`config.mk`:
```
export PLATFORM = sky130hd
export DESIGN_NAME = gearbox_param
export DESIGN_NICKNAME = d
export VERILOG_FILES = /design/src/rtl/gearbox_param.sv
export SDC_FILE = /design/constraint.sdc
export NUM_CORES = 1
export LEC_CHECK = 0
export ABC_CLOCK_PERIOD_IN_PS = 6300
export CAP_MARGIN = 20
export CELL_PAD_IN_SITES_DETAIL_PLACEMENT = 2
export CELL_PAD_IN_SITES_GLOBAL_PLACEMENT = 2
export CORE_UTILIZATION = 35
export DETAILED_ROUTE_END_ITERATION = 10
export PLACE_DENSITY = 0.85
export SLEW_MARGIN = 20
export SYNTH_ARGS = -nofsm -noshare
export SYNTH_HDL_FRONTEND = slang
export SYNTH_SLANG_ARGS = --single-unit
```
`constraint.sdc`:
```
create_clock -name clk -period 6.3 [get_ports clk]
set_input_delay 0.63 -clock clk [delete_from_list [all_inputs] [get_ports clk]]
set_output_delay 0.63 -clock clk [all_outputs]
set_load 0.05 [all_outputs]
```
`src/rtl/gearbox_param.sv`:
```
// Bit gearbox: IN_W-bit words in, OUT_W-bit words out, lsbit first, with valid/ready on both sides.
// Define GEARBOX_BITSLIP_EN to enable the bitslip request (otherwise the port is ignored).
module gearbox_param #(
    parameter int IN_W  = 66,
    parameter int OUT_W = 40
) (
    input  logic             clk,
    input  logic             arst,
    input  logic             sclr,
    input  logic [IN_W-1:0]  din,
    input  logic             din_valid,
    output logic             din_ready,
    output logic [OUT_W-1:0] dout,
    output logic             dout_valid,
    input  logic             dout_ready,
    input  logic             bitslip,
    output logic             underrun
);
    localparam int STOR_W = IN_W + OUT_W;
    localparam int FILL_W = $clog2(STOR_W + 1);
    localparam logic [FILL_W:0] C_IN_W   = (FILL_W+1)'(IN_W);
    localparam logic [FILL_W:0] C_OUT_W  = (FILL_W+1)'(OUT_W);
    localparam logic [FILL_W:0] C_STOR_W = (FILL_W+1)'(STOR_W);

    logic [STOR_W-1:0] r_stor;
    logic [FILL_W-1:0] r_fill;
    logic              r_underrun;

    logic              w_slip_now;
    logic [FILL_W:0]   w_need;
    logic [FILL_W:0]   w_cons;
    logic [FILL_W:0]   w_rem;
    logic              w_take;
    logic              w_accept;
    logic [STOR_W-1:0] w_shift;
    logic [STOR_W-1:0] w_mask;
    logic [STOR_W-1:0] w_data;
    logic [STOR_W-1:0] w_stor_n;
    logic [FILL_W-1:0] w_fill_n;
    logic              w_underrun_n;

`ifdef GEARBOX_BITSLIP_EN
    logic r_slip_pend;

    // A pending slip is retired by the next take; further requests meanwhile are dropped.
    always_ff @(posedge clk or posedge arst) begin
        if (arst) begin
            r_slip_pend <= 1'b0;
        end else if (sclr) begin
            r_slip_pend <= 1'b0;
        end else if (r_slip_pend) begin
            r_slip_pend <= !w_take;
        end else begin
            r_slip_pend <= bitslip;
        end
    end

    assign w_slip_now = r_slip_pend;
`else
    logic w_unused_bitslip;
    assign w_unused_bitslip = bitslip;
    assign w_slip_now       = 1'b0;
`endif

    always_comb begin
        w_need     = C_OUT_W + {{FILL_W{1'b0}}, w_slip_now};
        dout_valid = !sclr && ({1'b0, r_fill} >= w_need);
        w_take     = dout_valid && dout_ready;
        w_cons     = w_take ? w_need : '0;
        w_rem      = {1'b0, r_fill} - w_cons;
        din_ready  = !sclr && ((w_rem + C_IN_W) <= C_STOR_W);
        w_accept   = din_valid && din_ready;
        dout       = w_slip_now ? r_stor[OUT_W:1] : r_stor[OUT_W-1:0];
    end

    // Shift out consumed bits, then drop the new word in just above the remaining ones.
    // Bits above fill may be stale (sclr keeps stor), so the landing slot is masked first.
    always_comb begin
        w_shift  = r_stor >> w_cons;
        w_mask   = {{OUT_W{1'b0}}, {IN_W{1'b1}}} << w_rem;
        w_data   = {{OUT_W{1'b0}}, din} << w_rem;
        w_stor_n = w_accept ? ((w_shift & ~w_mask) | w_data) : w_shift;
        w_fill_n = FILL_W'(w_rem + (w_accept ? C_IN_W : '0));
        w_underrun_n = !sclr && dout_ready && !dout_valid && (r_fill != '0);
    end

    always_ff @(posedge clk or posedge arst) begin
        if (arst) begin
            r_stor     <= '0;
            r_fill     <= '0;
            r_underrun <= 1'b0;
        end else begin
            r_stor     <= w_stor_n;
            r_fill     <= sclr ? '0 : w_fill_n;
            r_underrun <= w_underrun_n;
        end
    end

    assign underrun = r_underrun;
endmodule

```
==> results_dict.tcl, run 1 <==
set metrics [dict create \
    status "completed" \
    post_cts_resized 0 \
    critical_path_class "input pin to register" \
    yosysTopAreaCell "dfrtp_1" \
    gp_congestion 0.975 \
    initial_core_util_pct 35.7 \
    antenna_found_initial 0 \
    hp-start "r_stor[75]$_DFF_PP0_" \
    path_delay_family "compound AO/OA/AOI/OAI gates" \
    die_height_um 173 \
    cts.htree.levels 4 \
    area_delta_synth_final_pct 16.2 \
    yosysSeqAreaShare_pct 27.6 \
    grtUsageTotal_pct 32.4 \
    min_path_cells 1 \
    vias 10585 \
    firstDrtPassIters 5 \
    yosys_warnings 0 \
    fmax_ghz 0.193 \
    clock_path_buffers 2 \
    placement.io_buffers 113 \
    grt_pass1_vias 11441 \
    pin_count 115 \
    fin_setup_tns_ns 0 \
    path_buf_inv 3 \
    finalSetupViolCount 0 \
    timing.hold.ws_ns 0.533 \
    synth_most_common_cell "mux2i_1" \
    ant_nets 0 \
    slew_viol_final 0 \
    worstReg2RegEnd "r_stor[89]$_DFF_PP0_" \
    critPathRequiredTime_ns 6.63 \
    post-cts-setup-buffers 0 \
    r2r_slack_ns 1.64 \
    synth_async_sr_flop_share_pct 100 \
    cts.clk_slew.worst_paths_ns 0.07 \
    netlist_instances 1209 \
    p_leak_nw 4.89 \
    cts_root_buf "clkbuf_16" \
    numCtsBuffers 17 \
    syn_avg_cell_area_um2 8.47 \
    ys_top_cells_by_count "mux2i_1, nand2_1, dfrtp_1" \
    finClkSkew_ns 0.00956 \
    p_per_area_nw_per_um2 528 \
    max_stage_delay_ns 0.70 \
    synth_edf_count 0 \
    diodes 0 \
    rsz0062_at_grt "false" \
    n_fill_cell 3172 \
    grt_pass1_wl_mm 73.2 \
    drive_above_1_share_pct 11.9 \
    die_area_um2 29900 \
    clock_latency_ns 0.45 \
    ff2ff_path_depth 12 \
    ys.flop_type "dfrtp_1" \
    relSlewSlack_pct 35.7 \
    die-width_um 173 \
    slowest_stage "o21a_1" \
    rows 62 \
    hp-class "register to register" \
    fin_nets 1302 \
    hold_violations 0 \
    grt_max_degree 78 \
    syn-cell-area_um2 10200 \
    worst_pin_slew_ns 0.958 \
    syn_nets 1290 \
    core_um2 28700 \
    drv_cap 0 \
    hold_buffers 0 \
    dp_hpwl_mm 34.2 \
    vias_per_cell 6.54 \
    peakVddDrop_mv 0.269 \
    clkSinkCount 113 \
    drt_iter0_markers 1085 \
    crit_chain "clkdlybuf4s50_1 -> nand2b_1 -> or3_1 -> buf_4 -> inv_1 -> ha_2 -> xnor2_2 -> nand2_1 -> a2111oi_4 -> xnor2_1 -> o21a_1 -> o21ai_0 -> a32o_1" \
    remaining_drc_errors 0 \
    crit_arrival_ns 5.51 \
    wl_mm 48.4 \
    finalCriticalPeriod_ns 5.18 \
    end_kind "register" \
    r2r-start "r_fill[6]$_DFF_PP0_" \
    ys_types 67 \
    grt-ovfl-total 0 \
    routedWlPerCell_um 29.9 \
    cts_tree "done" \
    ys_ff_latch 113 \
    synth_top_area_share_pct 27.6 \
    crit_fanout 15 \
    min_to "r_stor[75]$_DFF_PP0_" \
    critPathLaunch "sclr" \
    start_kind "input pin" \
    min_period_over_period_pct 82.2 \
    synth_area_leaders "dfrtp_1, mux2i_1, mux2_2" \
]
## metrics by stage
step                      power [mW]  area, um2  setup slack, ns  util, %  cells
after floorplan                 3.91      10200             1.75        -   1209
after global placement          4.96      11300             1.06     39.4   1586
after detailed placement        5.10      11300            0.819     39.4   1586
after CTS                       6.17      11900             1.25     41.4   1618
after global routing            6.49      11900             1.00     41.4   1618
final                           6.28      11900             1.12     41.4   1618
## area by class of cell
type | count | area, um2 | area share, %
multi-input cells | 936 | 6580 | 55.3
flip-flops and latches | 113 | 2830 | 23.8
repair buffers | 140 | 1370 | 11.5
well taps | 384 | 480 | 4.04
clock buffers | 17 | 425 | 3.58
clock inverters | 15 | 159 | 1.34
inverters | 13 | 51.3 | 0.431
## worst reg2reg max path, cell delays in order (launching register included)
cell and delay [ns]:
dfrtp_1 0.48, a21oi_1 0.07, or3_1 0.35, buf_4 0.24, inv_1 0.21, ha_2 0.33
xnor2_2 0.16, nand2_1 0.28, a2111oi_4 0.47, xnor2_1 0.26, o21a_1 0.70, o21ai_0 0.57
a32o_1 0.43
## metal layers
layer / vias up / GRT usage, % / share of wire [%]
met5: - / 0 / 0
met4: 0 / 20.6 / 6.5
met3: 178 / 7.23 / 7.4
met1: 5349 / 39.6 / 40
met2: 575 / 51.6 / 46
li1: 4483 / - / -
## cells in the final DEF, fill, tap and decap left out, types with 5 or more instances in the layout
| master | n |
|---|---|
| clkdlybuf4s50_1 | 112 |
| o21a_1 | 13 |
| a211oi_1 | 13 |
| inv_1 | 10 |
| buf_4 | 25 |
| ha_1 | 8 |
| o21ai_0 | 87 |
| nand3_1 | 13 |
| a31oi_1 | 18 |
| a21oi_1 | 72 |
| a2bb2oi_1 | 7 |
| nor3_1 | 27 |
| nor2b_1 | 15 |
| o221ai_1 | 13 |
| nor4_1 | 5 |
| mux2i_1 | 167 |
| nand2b_1 | 5 |
| dfrtp_1 | 111 |
| o22ai_1 | 55 |
| xnor2_1 | 7 |
| a32o_1 | 16 |
| mux2_2 | 53 |
| clkbuf_16 | 17 |
| and3_1 | 6 |
| mux4_2 | 9 |
| o211ai_1 | 15 |
| nor2_1 | 101 |
| nand2_1 | 125 |
| a221oi_1 | 5 |
| and2_1 | 10 |
## sequential cells by signal (all words and copies together), names as in the netlist
signal    flops
underrun      1
r_stor      106
r_fill        6
## kinds of logic (layout without fill, tap and decap cells)
logic type,count (synthesis),in the layout,share of synthesized area (%)
compound gates,367,367,24.0
xor+xnor,9,9,0.770
fa+ha+maj,9,9,1.10
buf+inv,160,185,8.62
flops,113,113,27.6
mux,229,229,24.1
simple gates,322,322,13.8
## power breakdown
part	leakage (nW)	internal, mW	switching, mW
sequential	1.43	1.05	0.241
combinational	3.18	1.29	2.70
clock	0.280	0.585	0.417
total	4.89	2.92	3.36
## worst max path at each step
stage | cells after the start | end | slack [ns]
floorplan | 14 | din_ready | 1.75
global placement | 13 | r_stor[89]$_DFF_PP0_ | 1.06
detailed placement | 13 | r_stor[89]$_DFF_PP0_ | 0.82
CTS | 14 | din_ready | 1.25
global route | 13 | r_stor[89]$_DFF_PP0_ | 1.00
finish | 13 | r_stor[89]$_DFF_PP0_ | 1.12
No activity file was read; power rests on OpenSTA's default activity.
==> inputs of run 2 (changes only) <==
--- a/config.mk
+++ b/config.mk
@@ -5,13 +5,13 @@
 export SDC_FILE = /design/constraint.sdc
 export NUM_CORES = 1
 export LEC_CHECK = 0
-export ABC_CLOCK_PERIOD_IN_PS = 6300
+export ABC_CLOCK_PERIOD_IN_PS = 4400
 export CAP_MARGIN = 20
 export CELL_PAD_IN_SITES_DETAIL_PLACEMENT = 2
 export CELL_PAD_IN_SITES_GLOBAL_PLACEMENT = 2
-export CORE_UTILIZATION = 35
+export CORE_UTILIZATION = 32
 export DETAILED_ROUTE_END_ITERATION = 10
-export PLACE_DENSITY = 0.85
+export PLACE_DENSITY = 0.82
 export SLEW_MARGIN = 20
 export SYNTH_ARGS = -nofsm -noshare
 export SYNTH_HDL_FRONTEND = slang
==> constraint.sdc (replaced) <==
create_clock -name clk -period 4.4 [get_ports clk]
set_input_delay 0.44 -clock clk [delete_from_list [all_inputs] [get_ports clk]]
set_output_delay 0.44 -clock clk [all_outputs]
set_load 0.05 [all_outputs]
==> run 2 against run 1 <==
Net effect:
- critical path depth unchanged
- final cell count grew 2.7%
- sequential power rose by 42%
- first-iteration DRC count fell by 16%
- count of clock-buffer cells in the layout increased by 5
- utilization decreased by 2.9 points
- combinational power rose by 47%
- clock power rose by 45%
- hold slack worse by 0.029 ns
- largest power group unchanged
- highest routed layer unchanged
==> results_dict.tcl, run 2 (synthesis gave the netlist of run 1 again) <==
set metrics [dict create \
    pin_count 115 \
    clkSinkCount 113 \
    end_kind "output pin" \
    grt_pass1_wl_mm 73.9 \
    diodes 0 \
    grt_max_degree 96 \
    rsz0062_at_grt "false" \
    vias_per_cell 6.38 \
    clock_latency_ns 0.44 \
    endpoint "din_ready" \
    cpMostUsedCell "nand2_1" \
    finalSetupViolCount 0 \
    critPathLaunch "sclr" \
    status "completed" \
    p_int_mw 4.36 \
    hold_violations 0 \
    ant_nets 0 \
    rows 65 \
    largest_reg_flops 106 \
    p_total_mw 9.16 \
    core_um2 31600 \
    grtUsageTotal_pct 30.1 \
    placement.io_buffers 113 \
    mostFrequentLayoutCell "mux2i_1" \
    die_height_um 181 \
    r2r_slack_ns 0.39 \
    slowest_stage "or3_1" \
    initial_core_util_pct 32.4 \
    pwr-share-seq_pct 20.0 \
    worst_pin_slew_ns 1.10 \
    critical_path_class "input pin to output pin" \
    hold_buffers 0 \
    max_stage_delay_ns 0.43 \
    ff2ff_path_depth 14 \
    drt_iter0_markers 912 \
    die-width_um 181 \
    design_area_um2 12200 \
    hp-class "input pin to async pin" \
    fin_util_pct 38.5 \
    n_fill_cell 3517 \
    p_per_area_nw_per_um2 754 \
    post-cts-setup-buffers 0 \
    critPathRequiredTime_ns 3.96 \
    routedWlPerCell_um 29.4 \
    cts.clk_slew.worst_paths_ns 0.05 \
    die_area_um2 32700 \
    firstDrtPassIters 5 \
    vias 10607 \
    dp_hpwl_mm 36.2 \
    clkPwrFrac_pct 15.9 \
    crit_fanout 5 \
    remaining_drc_errors 0 \
    worstReg2RegEnd "r_fill[6]$_DFF_PP0_" \
    drv_cap 0 \
    finClkSkew_ns 0.00779 \
    start_kind "input pin" \
    post_cts_resized 0 \
    fmax_ghz 0.246 \
    cts_root_buf "clkbuf_16" \
    r2r-start "r_fill[3]$_DFF_PP0_" \
    crit_chain "clkdlybuf4s50_1 -> nand2b_1 -> or3_1 -> inv_1 -> ha_2 -> xnor2_2 -> nand2_1 -> a2111oi_4 -> xnor2_1 -> o2111ai_1 -> nand2_1 -> nor2_1 -> buf_12" \
    place_area_um2 11500 \
    crit_arrival_ns 3.63 \
    peakVddDrop_mv 0.366 \
    relSlewSlack_pct 25.6 \
    grt-ovfl-total 0 \
    power_frac_comb_pct 64.1 \
    fin_nets 1328 \
    p_leak_nw 5.04 \
    numCtsBuffers 17 \
    slew_viol_final 0 \
    drive_above_1_share_pct 13.5 \
    clock_path_buffers 2 \
    cts_tree "done" \
    cts.htree.levels 4 \
    area_delta_synth_final_pct 18.7 \
    antenna_found_initial 1 \
    sw_frac_of_total_pct 52.4 \
    min_period_over_period_pct 92.5 \
    largest_register "r_stor" \
    finalCriticalPeriod_ns 4.07 \
    multiInputGateArea_um2 6570 \
    gp_congestion 0.976 \
    grt_pass1_vias 11415 \
    final_cell_mix "mux2i_1, nand2_1, clkdlybuf4s50_1" \
    regArea_um2 2830 \
    power.switching_mw 4.80 \
    wl_mm 48.8 \
]
## run 2: layout make-up
class / instances / area share (%)
clock buffer: 22 / 3.90
timing repair buffer: 166 / 13.1
sequential: 113 / 23.3
inverter: 13 / 0.422
multi-input combinational: 936 / 54.1
tap: 402 / 4.14
clock inverter: 10 / 1.09
## run 2: through the flow
stage          setup WS (ns)  std cells  hold slack (ns)  setup TNS [ns]
2_1_floorplan         0.0439       1209            0.466               0
3_3_place_gp           0.179       1630            0.495               0
3_5_place_dp         -0.0907       1630            0.519         -0.0907
4_1_cts                0.333       1662            0.531               0
5_1_grt                0.106       1662            0.542               0
6_report               0.328       1662            0.503               0
## run 2: worst min path at each step
stage	start	endpoint	slack [ns]	cells after the start
2_1_floorplan	r_stor[77]$_DFF_PP0_	r_stor[77]$_DFF_PP0_	0.47	1
3_5_place_dp	r_stor[84]$_DFF_PP0_	r_stor[84]$_DFF_PP0_	0.52	1
3_3_place_gp	r_stor[96]$_DFF_PP0_	r_stor[96]$_DFF_PP0_	0.50	1
6_report	arst	r_stor[13]$_DFF_PP0_	0.50	2
5_1_grt	r_stor[77]$_DFF_PP0_	r_stor[77]$_DFF_PP0_	0.54	1
4_1_cts	r_stor[73]$_DFF_PP0_	r_stor[73]$_DFF_PP0_	0.53	2
## run 2: power groups by stage
stage	Combinational, mW	Clock, mW	Sequential (mW)
6_report	5.87	1.45	1.83
5_1_grt	6.09	1.51	1.88
4_1_cts	5.74	1.47	1.83
3_5_place_dp	5.66	0	1.84
3_3_place_gp	5.50	0	1.81
2_1_floorplan	3.92	0	1.68
## run 2: per-layer routing
layer  vias up  GRT usage [%]  routed length [um]
li1       4548              -                   -
met1      5375           38.1               19900
met2       525           48.8               22900
met3       159           5.32                3390
met4         0           16.0                2640
met5         -              0                   0
## run 2: critical path: cells and delay by family
family	cells	cell delay, ns
buffers and inverters	3	0.77
AND/OR/NAND/NOR	5	1.11
adder cells (fa/ha/maj)	1	0.32
AO/OA/AOI/OAI	2	0.67
XOR/XNOR	2	0.31
